## src/rtl/oam_dma_engine.sv

```systemverilog
// rtl/oam_dma_engine.sv - OAM DMA bus initiator: copies LENGTH bytes from a source page to OAM.
// Outputs are registered from the next-state decode, so nothing on cpu_* reaches an output combinationally.
module oam_dma_engine #(
  parameter int          LENGTH      = 160,
  parameter logic [15:0] DEST_BASE   = 16'hFE00,
  parameter logic [15:0] TRIG_ADDR   = 16'hFF46,
  parameter int          START_DELAY = 1
) (
  input  logic        clk,
  input  logic        rst_n,
  input  logic [15:0] cpu_addr,
  input  logic        cpu_we,
  input  logic [7:0]  cpu_wdata,
  input  logic [7:0]  bus_rdata,
  output logic [15:0] dma_addr,
  output logic        dma_oe,
  output logic        dma_we,
  output logic [7:0]  dma_wdata,
  output logic        dma_active,
  output logic        dma_done
);

  typedef enum logic [1:0] {
    S_IDLE,
    S_START,
    S_READ,
    S_WRITE
  } state_t;

  localparam logic [7:0] LAST_IDX = 8'(LENGTH - 1);
  localparam logic [7:0] DLY_LAST = 8'(START_DELAY - 1);

  state_t      r_state;
  logic [7:0]  r_idx;
  logic [7:0]  r_page;
  logic [7:0]  r_dly;
  logic [7:0]  r_latch;

  state_t      w_state;
  logic [7:0]  w_idx;
  logic [7:0]  w_page;
  logic [7:0]  w_dly;
  logic [7:0]  w_latch;
  logic [7:0]  w_eff_page;
  logic [15:0] w_addr;
  logic        w_trig;
  logic        w_done;

  assign w_trig = cpu_we && (cpu_addr == TRIG_ADDR);

  always_comb begin
    w_state = r_state;
    w_idx   = r_idx;
    w_page  = r_page;
    w_dly   = r_dly;
    w_latch = r_latch;
    w_done  = 1'b0;
    if (r_state == S_READ) w_latch = bus_rdata;
    // A trigger overrides whatever the FSM would otherwise do, including the final write.
    if (w_trig) begin
      w_state = S_START;
      w_idx   = 8'd0;
      w_page  = cpu_wdata;
      w_dly   = 8'd0;
    end else begin
      case (r_state)
        S_START: begin
          if (r_dly == DLY_LAST) w_state = S_READ;
          else                   w_dly   = r_dly + 8'd1;
        end
        S_READ:  w_state = S_WRITE;
        S_WRITE: begin
          if (r_idx == LAST_IDX) begin
            w_state = S_IDLE;
            w_done  = 1'b1;
          end else begin
            w_idx   = r_idx + 8'd1;
            w_state = S_READ;
          end
        end
        default: w_state = S_IDLE;
      endcase
    end
  end

  // Echo RAM pages E0..FF alias C0..DF.
  assign w_eff_page = (w_page >= 8'hE0) ? (w_page & 8'hDF) : w_page;

  always_comb begin
    w_addr = 16'h0000;
    case (w_state)
      S_READ:  w_addr = {w_eff_page, w_idx};
      S_WRITE: w_addr = DEST_BASE + {8'h00, w_idx};
      default: w_addr = 16'h0000;
    endcase
  end

  always_ff @(posedge clk or negedge rst_n) begin
    if (!rst_n) begin
      r_state    <= S_IDLE;
      r_idx      <= 8'd0;
      r_page     <= 8'd0;
      r_dly      <= 8'd0;
      r_latch    <= 8'd0;
      dma_addr   <= 16'h0000;
      dma_oe     <= 1'b0;
      dma_we     <= 1'b0;
      dma_wdata  <= 8'd0;
      dma_active <= 1'b0;
      dma_done   <= 1'b0;
    end else begin
      r_state    <= w_state;
      r_idx      <= w_idx;
      r_page     <= w_page;
      r_dly      <= w_dly;
      r_latch    <= w_latch;
      dma_addr   <= w_addr;
      dma_oe     <= (w_state == S_READ);
      dma_we     <= (w_state == S_WRITE);
      dma_wdata  <= (w_state == S_WRITE) ? w_latch : 8'd0;
      dma_active <= (w_state != S_IDLE);
      dma_done   <= w_done;
    end
  end

endmodule

```

## config.mk

```make
export PLATFORM = sky130hd
export DESIGN_NAME = oam_dma_engine
export DESIGN_NICKNAME = d
export VERILOG_FILES = /design/src/rtl/oam_dma_engine.sv
export SDC_FILE = /design/constraint.sdc
export NUM_CORES = 1
export LEC_CHECK = 0
export CORE_MARGIN = 3
export CORE_UTILIZATION = 42
export DETAILED_ROUTE_END_ITERATION = 7
export PLACE_DENSITY = 0.76
export REMOVE_ABC_BUFFERS = 1
export SYNTH_ARGS = -nofsm -noshare
export SYNTH_HDL_FRONTEND = slang
export SYNTH_SLANG_ARGS = --single-unit
```

## constraint.sdc

```tcl
create_clock -name clk -period 1.75 [get_ports clk]
set_input_delay 0.175 -clock clk [delete_from_list [all_inputs] [get_ports clk]]
set_output_delay 0.175 -clock clk [all_outputs]
set_load 0.1 [all_outputs]
```

==> results.md <==
- Status: completed
- DRC errors left: 0
- Mapped Cells: 202
- YS warnings: 0
- Min Hold Slack: 0.3274 ns
- Pleak: 1.505 nW
- EDFF count, synth: 0
- Root Driver: clkbuf_8
- Synth area leader: dfrtp_1
- Kind of critical path: reg -> reg
- Commonest non-fill, non-tap cell in the layout: dfrtp_1
- Total GRT Usage: 15.93%
- Fin. Hold Viols: 0
- Placed insts: 337
- Worst-Margin Slew: 0.4911 ns
- Sequential area share after synthesis: 58.95%
- Top Ports: 63
- Unrepaired setup endpoints after global routing: false
- CTS sink cnt: 54
- R2r startpoint: r_dly[5]
- Slew HR: 67.26%
- Worst Skew: 0.008386 ns
- Die ar.: 6380 um2
- Distinct cells, synth: 36
- Post-DP HPWL: 3366 um
- Worst setup startpoint: r_dly[5]
- Share of flip-flops with an asynchronous set or reset: 100.0%
- CTS tree: done
- Synth Area in XOR/XNOR: 4.585%
- Synth Register Bits: 54
- Compound-Gate Fraction of Synth Area: 4.585%
- Slowest stage delay, CP: 0.41 ns
- Final core utilization: 60.94%
- Worst hold path type: in -> async
- Wirelength per Cell: 13.58 um
- Cell Chain, Critical Path: nor4_4 > buf_4 > a311oi_2 > nor2_1 > nor4b_4
- R2R cell count: 5
- Number of global-route vias before repair: 1691
- PwrDens: 1064 nW/um2
- First DRT Iteration DRCs: 83
- Critical Path End Type: flop
- Max-slew violation count: 0
- Largest net degree at the start of global routing: 37
- Core ar.: 5205 um2
- CTS clk-pin slew, worst paths: 0.10 ns
- Pwr Total: 3.376 mW
- First-pass GRT wire length: 7838 um
- Top_reg_cell synth: dfrtp_1
- H-tree depth: 2
- Row Count: 26
- R2R Setup Slk: 0.15 ns
- Vias per cell: 4.890
- Final setup TNS: 0 ns
- Antenna diodes: 0
- RePlAce Congestion: 0.7902
- Placement Setup Slack: -0.1299 ns
- Total of max-cap violations: 0
- Fin area: 3172 um2
- Avg Cell Area, Syn: 11.35 um2
- Fin crit share: 91.39%
- Pre-antenna DRT Iters: 4
- Placed instance area: 3013 um2
- Synth-to-Final Area Change: 38.37%
- Fmax: 0.6252 GHz
- Synth top area share: 58.95%
- CTS Buffer Depth: 2
- Antenna Violating Nets Remaining: 0
- Post-route insts no fill: 346
- Post-synthesis mux area share: 6.114%
- GR Overflow Total: 0
- Dominant cells by area after synthesis: dfrtp_1, nor2_1, nor3_1, mux2_2, nand2_1
- Startpoint type of the worst setup path: flop
- # port buffers: 62
- Slowest CP cell: dfrtp_1
- Maximum VDD drop: 0.7937 mV
- DRT Wirelength: 4697 um
- CP required: 1.98 ns
- Largest family of logic cells by synthesized area: simple AND/OR/NAND/NOR gates
- Die Ht: 79.88 um
- Crit path time final: 1.599 ns
- Final setup slack of the worst path: 0.1506 ns
- Final Net Count: 313
- Post-synthesis adder-cell area fraction: 1.638%
- Final setup viols: 0
- # fillers: 449
- Worst-path fanout max: 5
- DIE WIDTH: 79.88 um
- Routed via count: 1692
- Syn Std Cell Area: 2292 um2
- Synth Area in Simple Gates: 20.69%
- Initial Util: 44.04%
- Later-pin clock latency in the skew report: 0.31 ns
- Most frequent cells in the layout: dfrtp_1, buf_4, clkdlybuf4s50_1
- Layout cells sized above 1: 25.36%
- Initial antenna violation count: 0
- Crit path arrival time: 1.83 ns
- CTS Buf Count: 5
==> routing by layer <==
metal / GRT usage, % / routed length (um) / vias to the layer above
met4: 4.561 / 48 / 0
met2: 26.46 / 2302 / 69
met1: 20.49 / 2017 / 780
li1: - / - / 839
met5: 0 / 0 / -
met3: 4.176 / 329 / 4
==> synth_stat cells (2+ instances only) <==
cell	instances
dfrtp_1	54
nor2_1	28
nand2_1	18
nor3_1	18
mux2_2	8
a21oi_1	7
xnor2_1	7
buf_2	6
inv_1	6
mux2i_1	5
nand4_1	5
xor2_1	5
and3_1	3
ha_1	3
and4b_1	2
buf_1	2
clkbuf_1	2
nand3b_1	2
nor2b_1	2
nor4_1	2
o21ai_0	2
==> critical path: cells and delay by family (launching register included) <==
kind | cells | cell delay [ns]
and+or+nand+nor | 3 | 0.76
DFF | 1 | 0.41
buffers and inverters | 1 | 0.17
AOI/OAI and AO/OA | 1 | 0.17
==> report_power, final <==
| part | internal (mW) | leakage, nW | total, mW | switching (mW) |
|---|---|---|---|---|
| combinational | 0.285 | 0.764 | 1.02 | 0.735 |
| clock | 0.436 | 0.0563 | 0.855 | 0.419 |
| sequential | 1.39 | 0.684 | 1.50 | 0.114 |
| total | 2.11 | 1.50 | 3.38 | 1.27 |
==> registers in the layout, summed over array words and instances, names as in the netlist <==
signal      cells
dma_active      1
dma_wdata       8
dma_done        1
r_idx           8
r_dly           8
r_page          8
dma_we          1
dma_oe          1
dma_addr       16
r_state         2
==> what timing repair did <==
action                                 in CTS  in global routing
setup buffers                               0                  0
setup endpoints to repair                   0                  8
hold buffers                                1                  0
endpoints found under the hold margin      18                  0
gates resized for setup                     0                  6
==> cell families after synthesis <==
group,count (synthesis)
muxes,13
DFF,54
xor gates and xnor gates,12
and+or+nand+nor,89
AOI/OAI and AO/OA,14
adders and majority gates,3
buffers and inverters,17
==> final timing paths <==
path	end
setup / recovery	dma_addr[8]
hold / removal	dma_wdata[3]
setup reg to reg	dma_addr[8]
hold reg to reg	r_page[1]
max in group asynchronous	dma_addr[1]
min in group clk	dma_wdata[1]
==> area by class of cell <==
type,instances,area (um2),area share [%]
sequential,54,1351,42.60
multi-input combinational,131,894.6,28.21
clock buffer,5,68.82,2.170
inverter,6,22.52,0.7101
timing repair buffer,77,698.2,22.01
clock inverter,3,48.80,1.538
tap,70,87.58,2.761
Note: power is estimated with default switching activity, not from simulation.
